$ cat src/rtl/serial_pattern_detector.sv
// serial_pattern_detector: overlapping serial pattern matcher with a fill guard and saturating match counter.
module serial_pattern_detector #(
    parameter int PATTERN_WIDTH = 4,
    parameter logic [PATTERN_WIDTH-1:0] PATTERN = 4'b1011,
    parameter int COUNT_WIDTH = 8
) (
    input  logic                   clock,
    input  logic                   reset,
    input  logic                   clear,
    input  logic                   bit_valid,
    input  logic                   bit_in,
    output logic                   match,
    output logic [COUNT_WIDTH-1:0] match_count,
    output logic                   count_sat,
    output logic                   armed
);
    localparam int FW = $clog2(PATTERN_WIDTH);
    localparam logic [FW-1:0] LAST = FW'(PATTERN_WIDTH - 1);
    typedef enum logic {FILLING, ARMED} state_t;
    state_t state, state_n;
    logic [FW-1:0] fill, fill_n;
    logic [PATTERN_WIDTH-1:0] hist, hist_n;
    logic [COUNT_WIDTH-1:0] count_n;
    logic hit;
    // FILL_k is FILLING with fill == k; the bit taken at fill == LAST completes the history
    always_comb begin
        hist_n  = {hist[PATTERN_WIDTH-2:0], bit_in};
        fill_n  = (bit_valid && state == FILLING && fill != LAST) ? fill + 1'b1 : fill;
        state_n = (bit_valid && fill == LAST) ? ARMED : state;
        hit     = bit_valid && (state == ARMED || fill == LAST) && hist_n == PATTERN;
        count_n = (hit && !count_sat) ? match_count + 1'b1 : match_count;
    end
    always_ff @(posedge clock) begin
        if (reset || clear) begin
            hist        <= '0;
            state       <= FILLING;
            fill        <= '0;
            match       <= 1'b0;
            match_count <= '0;
            count_sat   <= 1'b0;
        end else begin
            if (bit_valid) hist <= hist_n;
            state       <= state_n;
            fill        <= fill_n;
            match       <= hit;
            match_count <= count_n;
            count_sat   <= &count_n;
        end
    end
    assign armed = state == ARMED;
endmodule

$ cat config.mk
export PLATFORM = sky130hd
export DESIGN_NAME = serial_pattern_detector
export DESIGN_NICKNAME = d
export VERILOG_FILES = /design/src/rtl/serial_pattern_detector.sv
export SDC_FILE = /design/constraint.sdc
export NUM_CORES = 1
export LEC_CHECK = 0
export CAP_MARGIN = 20
export CORE_MARGIN = 1.5
export CORE_UTILIZATION = 47
export DETAILED_ROUTE_END_ITERATION = 6
export PLACE_DENSITY = 0.83
export RECOVER_POWER = 50
export SLEW_MARGIN = 10
export SYNTH_ARGS = -nofsm -noshare
export SYNTH_HDL_FRONTEND = slang
export SYNTH_SLANG_ARGS = --single-unit
$ cat constraint.sdc
create_clock -name clock -period 2.2 [get_ports clock]
set_input_delay 0.44 -clock clock [delete_from_list [all_inputs] [get_ports clock]]
set_output_delay 0.44 -clock clock [all_outputs]
set_load 0.01 [all_outputs]
## Word-level counts from Yosys, hierarchy flattened

Index checks and enable logic that the tools add are counted.

- Register bits: 16
- Input bits: 5
- Output and inout bits: 11

- $add $sub $neg: 2
- Equal/unequal tests: 3
- Mux-type cells: 1
- Bitwise gates (word level): 1
- Reduce and logical (&&, ||, !) cells: 10

Operators by type and width:

| kind | number |
|---|---|
| $add 8x1->8 const B | 1 |
| $mux 8 | 1 |
| $reduce_and 8->1 | 1 |
| $logic_and 1x1->1 | 6 |
| $eq 4x4->1 const B | 1 |
| $add 2x1->2 const B | 1 |
| $eq 2x2->1 const B | 1 |
| $logic_or 1x1->1 | 2 |
| $ne 2x2->1 const B | 1 |
| $logic_not 1->1 | 1 |
| $not 1->1 | 1 |

## Longest topological paths before layout

- Depth in word-level cells: 7
- Mapped depth: 6

## Worst setup path after synthesis

OpenSTA, ideal clock, no wires.

- Path kind: input-to-reg
- Start point: input bit_valid
- End point: register count_sat
- Setup time: 0.103 ns
- Arrival time: 1.762 ns
- Setup slack: 0.334 ns
- Cell stages on the path: 6
- Path buffers: 1
- Cells stage by stage: buf_6 nand4_4 nor3_4 xnor2_1 or4_4 a2111oi_2

- Longest elaborated chain between the ends: 5

Ends and longest elaborated chain:

| what | RTL line | RTL |
|---|---|---|
| from (decl) | 10 | `input logic bit_valid,` |
| $logic_and 1x1->1 (2 in a row) | 30 | `hit = bit_valid && (state == ARMED \|\| fill == LAST) && hist_n == PATTERN;` |
| $logic_and 1x1->1 | 31 | `count_n = (hit && !count_sat) ? match_count + 1'b1 : match_count;` |
| $mux 8 | 31 |  |
| $reduce_and 8->1 | 47 | `count_sat <= &count_n;` |
| to (signal assigned) | 47 |  |
| to (decl) | 14 | `output logic count_sat,` |

Every way passes these cells.
A chain may end at the register's enable or synchronous reset.

## Final worst setup path

- Start point: input bit_in
- End point: register count_sat

- Longest elaborated chain between the ends: 5

Ends and longest elaborated chain:

| what | RTL line | RTL |
|---|---|---|
| from (decl) | 11 | `input logic bit_in,` |
| $eq 4x4->1 | 30 |  |
| $logic_and 1x1->1 | 30 |  |
| $logic_and 1x1->1 | 31 |  |
| $mux 8 | 31 |  |
| $reduce_and 8->1 | 47 |  |

Every way passes these cells.

==> metrics.txt <==
Seq/Total Area, Yosys 44.1%; Synth Flop Type dfxtp_1; Worst R2R End count_sat; largest net degree at the start of global routing 16; share of synthesized flip-flops with an asynchronous set or reset 0%; Setup WS pre-CTS -165 ps; Slew @ Worst Pin about 630 ps; status completed; Critical Path AT about 2200 ps; full die area around 1800 um^2; Critical Path Fanout Max 3; FF-to-FF Start match_count[1]; Yosys top cell by area dfxtp_1; CP Launch Type primary input; Net Count, Synth 81; fin util around 69%; Worst Setup SP bit_in; htree depth 1; Design Area, Final around 950 um^2; Starting Density 53.1%; Syn Inst Count 74; Area Growth Syn to Fin 30.5%; FF-to-FF path depth 6; gr usage total between 10% and 20%; placed cell area between 900 and 1000 um^2; IO Port Bufs 15; fmax 0.489 GHz; Yosys warning total 0; first-pass GRT wire length roughly 2400 um; post-CTS setup buffers 0; initial antenna violation count 0; GP Congestion a little over 0.7; Pins Over Slew Limit 0; Max Cap Viol 0; Max IR drop VDD roughly 0.36 mV; clock tree skew after final layout between 0.7 and 0.8 ps; slew margin rel. 57.8%; Final Hold Fails 0; flop2flop setup slack about 240 ps; Placeable Area between 1000 and 1500 um^2; Cell variety after synth 24; clock-pin slew of the registers on the worst-case setup and hold paths roughly 90 ps; Routed Antenna Nets 0; Pre-antenna DRT Iters 4; CTS root buf clkbuf_4; Final nets approximately 100; DRT Wirelength 1430 um; Final Setup Violations 0; I/O Pins 16; post-DP HPWL a little under 1000 um; synthesized cell area between 700 and 800 um^2; chip width ~42 um; PwrDens 543 nW/um^2; final worst-path cycle share approximately 93%; Worst-Skew Late Latency slightly below 300 ps; CTS Buffer Depth 2; Die H around 42 um; top cell type's share of synthesized area roughly 44%; CP endpoint count_sat; Antenna diodes 0; vias in the first global route 543; grt ovf 0; Syn Area/Cell roughly 9.8 um^2; Post-route DRC 0; crit end category register; number of buffers created by CTS 3; routed vias/inst between 5 and 6; top cells by area, synth dfxtp_1 (44%), nor2_1 (7.2%), xor2_1 (7.2%); Period minus WS final 2050 ps; Wirelength per Cell approximately 13 um; FP Rows 13; share of layout cells above drive strength 1 15.1%; crit path kind in -> reg; Hold WC Path Type reg -> reg; fillers 110; RSZ-0062 raised after global routing no; setup TNS 0 ps; EDFF count, synth 0; Leakage roughly 0.35 nW; FF+latch count, synth 16; required time worst endpoint approximately 2400 ps; Final WS setup about 150 ps; Synth top cells by count dfxtp_1 (16), nor2_1 (14), xor2_1 (6); CTS tree yes; Vias approximately 590; most common cell in the netlist dfxtp_1; clk sinks 16; Starting DRT DRC Count 19
-- where the power goes --
part | switching [W] | internal (W) | total [W]
Clock | 0.0000967 | 0.000101 | 0.000198
Combinational | 0.0000115 | 0.0000118 | 0.0000233
Sequential | 0.00000173 | 0.000292 | 0.000293
Total | 0.000110 | 0.000404 | 0.000514
-- placed cells by master (no fill, tap or decap), types with 3 or more instances in the layout --
| cell | synthesis | layout |
|---|---|---|
| dfxtp_1 | 16 | 16 |
| nor2_1 | 14 | 14 |
| clkdlybuf4s50_1 | 0 | 11 |
| xor2_1 | 6 | 6 |
| mux2i_1 | 4 | 4 |
| nand4_1 | 4 | 4 |
| nand2_1 | 4 | 4 |
| dlygate4sd3_1 | 0 | 4 |
| clkbuf_4 | 0 | 3 |
| buf_4 | 0 | 3 |
-- how the worst min path moves through the flow --
| stage | slack [ps] | to | start | cells after the start |
|---|---|---|---|---|
| after floorplan | 440 | fill[1] | fill[1] | 2 |
| after global placement | 450 | fill[1] | fill[1] | 2 |
| after CTS | 470 | fill[1] | fill[1] | 2 |
| after detailed placement | 460 | fill[1] | fill[1] | 2 |
| final | 460 | fill[1] | fill[1] | 2 |
| after global routing | 490 | fill[1] | fill[1] | 2 |
-- layout make-up --
type                       instances  area, um^2  share of cell area, %
multi-input combinational         54         395                   41.7
sequential                        16         320                   33.8
clock buffer                       4        36.3                   3.83
timing repair buffer              19         176                   18.6
tap                               15        18.8                   1.98
-- repair_timing --
action	in CTS	in global routing
resized for setup	0	2
hold endpoints to repair	0	0
endpoints found under the setup margin	0	1
hold buffers	0	0
-- worst max-delay path: stages --
cell	delay, ps
clkdlybuf4s50_1	520
nand4_4	150
nor4_4	290
xnor2_1	120
or4_4	520
a2111oi_2	210
-- flip-flops by register name, indices dropped and copies added, names as in the netlist --
register     flops
match_count      8
hist             3
fill             2
armed            1
count_sat        1
match            1
-- per-layer routing --
layer / global-route usage (%) / vias to the layer above / part of all wire (%)
li1: - / 299 / -
met1: 22.1 / 270 / 46
met2: 28.9 / 20 / 49
met3: 3.88 / 0 / 4.9
met4: 7.50 / 0 / 0
met5: 0 / - / 0
-- cells by family (layout without fill, tap and decap cells) --
family / after synthesis / in the layout / share of synthesized area (%)
simple gates: 35 / 35 / 28.6
flops: 16 / 16 / 44.1
xor+xnor: 8 / 8 / 9.66
compound gates: 5 / 5 / 5.52
mux: 4 / 4 / 5.52
buf+inv: 4 / 23 / 3.10
fa+ha+maj: 2 / 2 / 3.45
-- stage by stage --
step | hold WS, ps | std cells | total power (W)
after global routing | 494 | 108 | 0.000530
after CTS | 469 | 108 | 0.000518
after detailed placement | 455 | 104 | 0.000324
after global placement | 448 | 104 | 0.000324
final | 465 | 108 | 0.000514
after floorplan | 440 | 74 | 0.000314
Power figures use the tool's default switching activity.
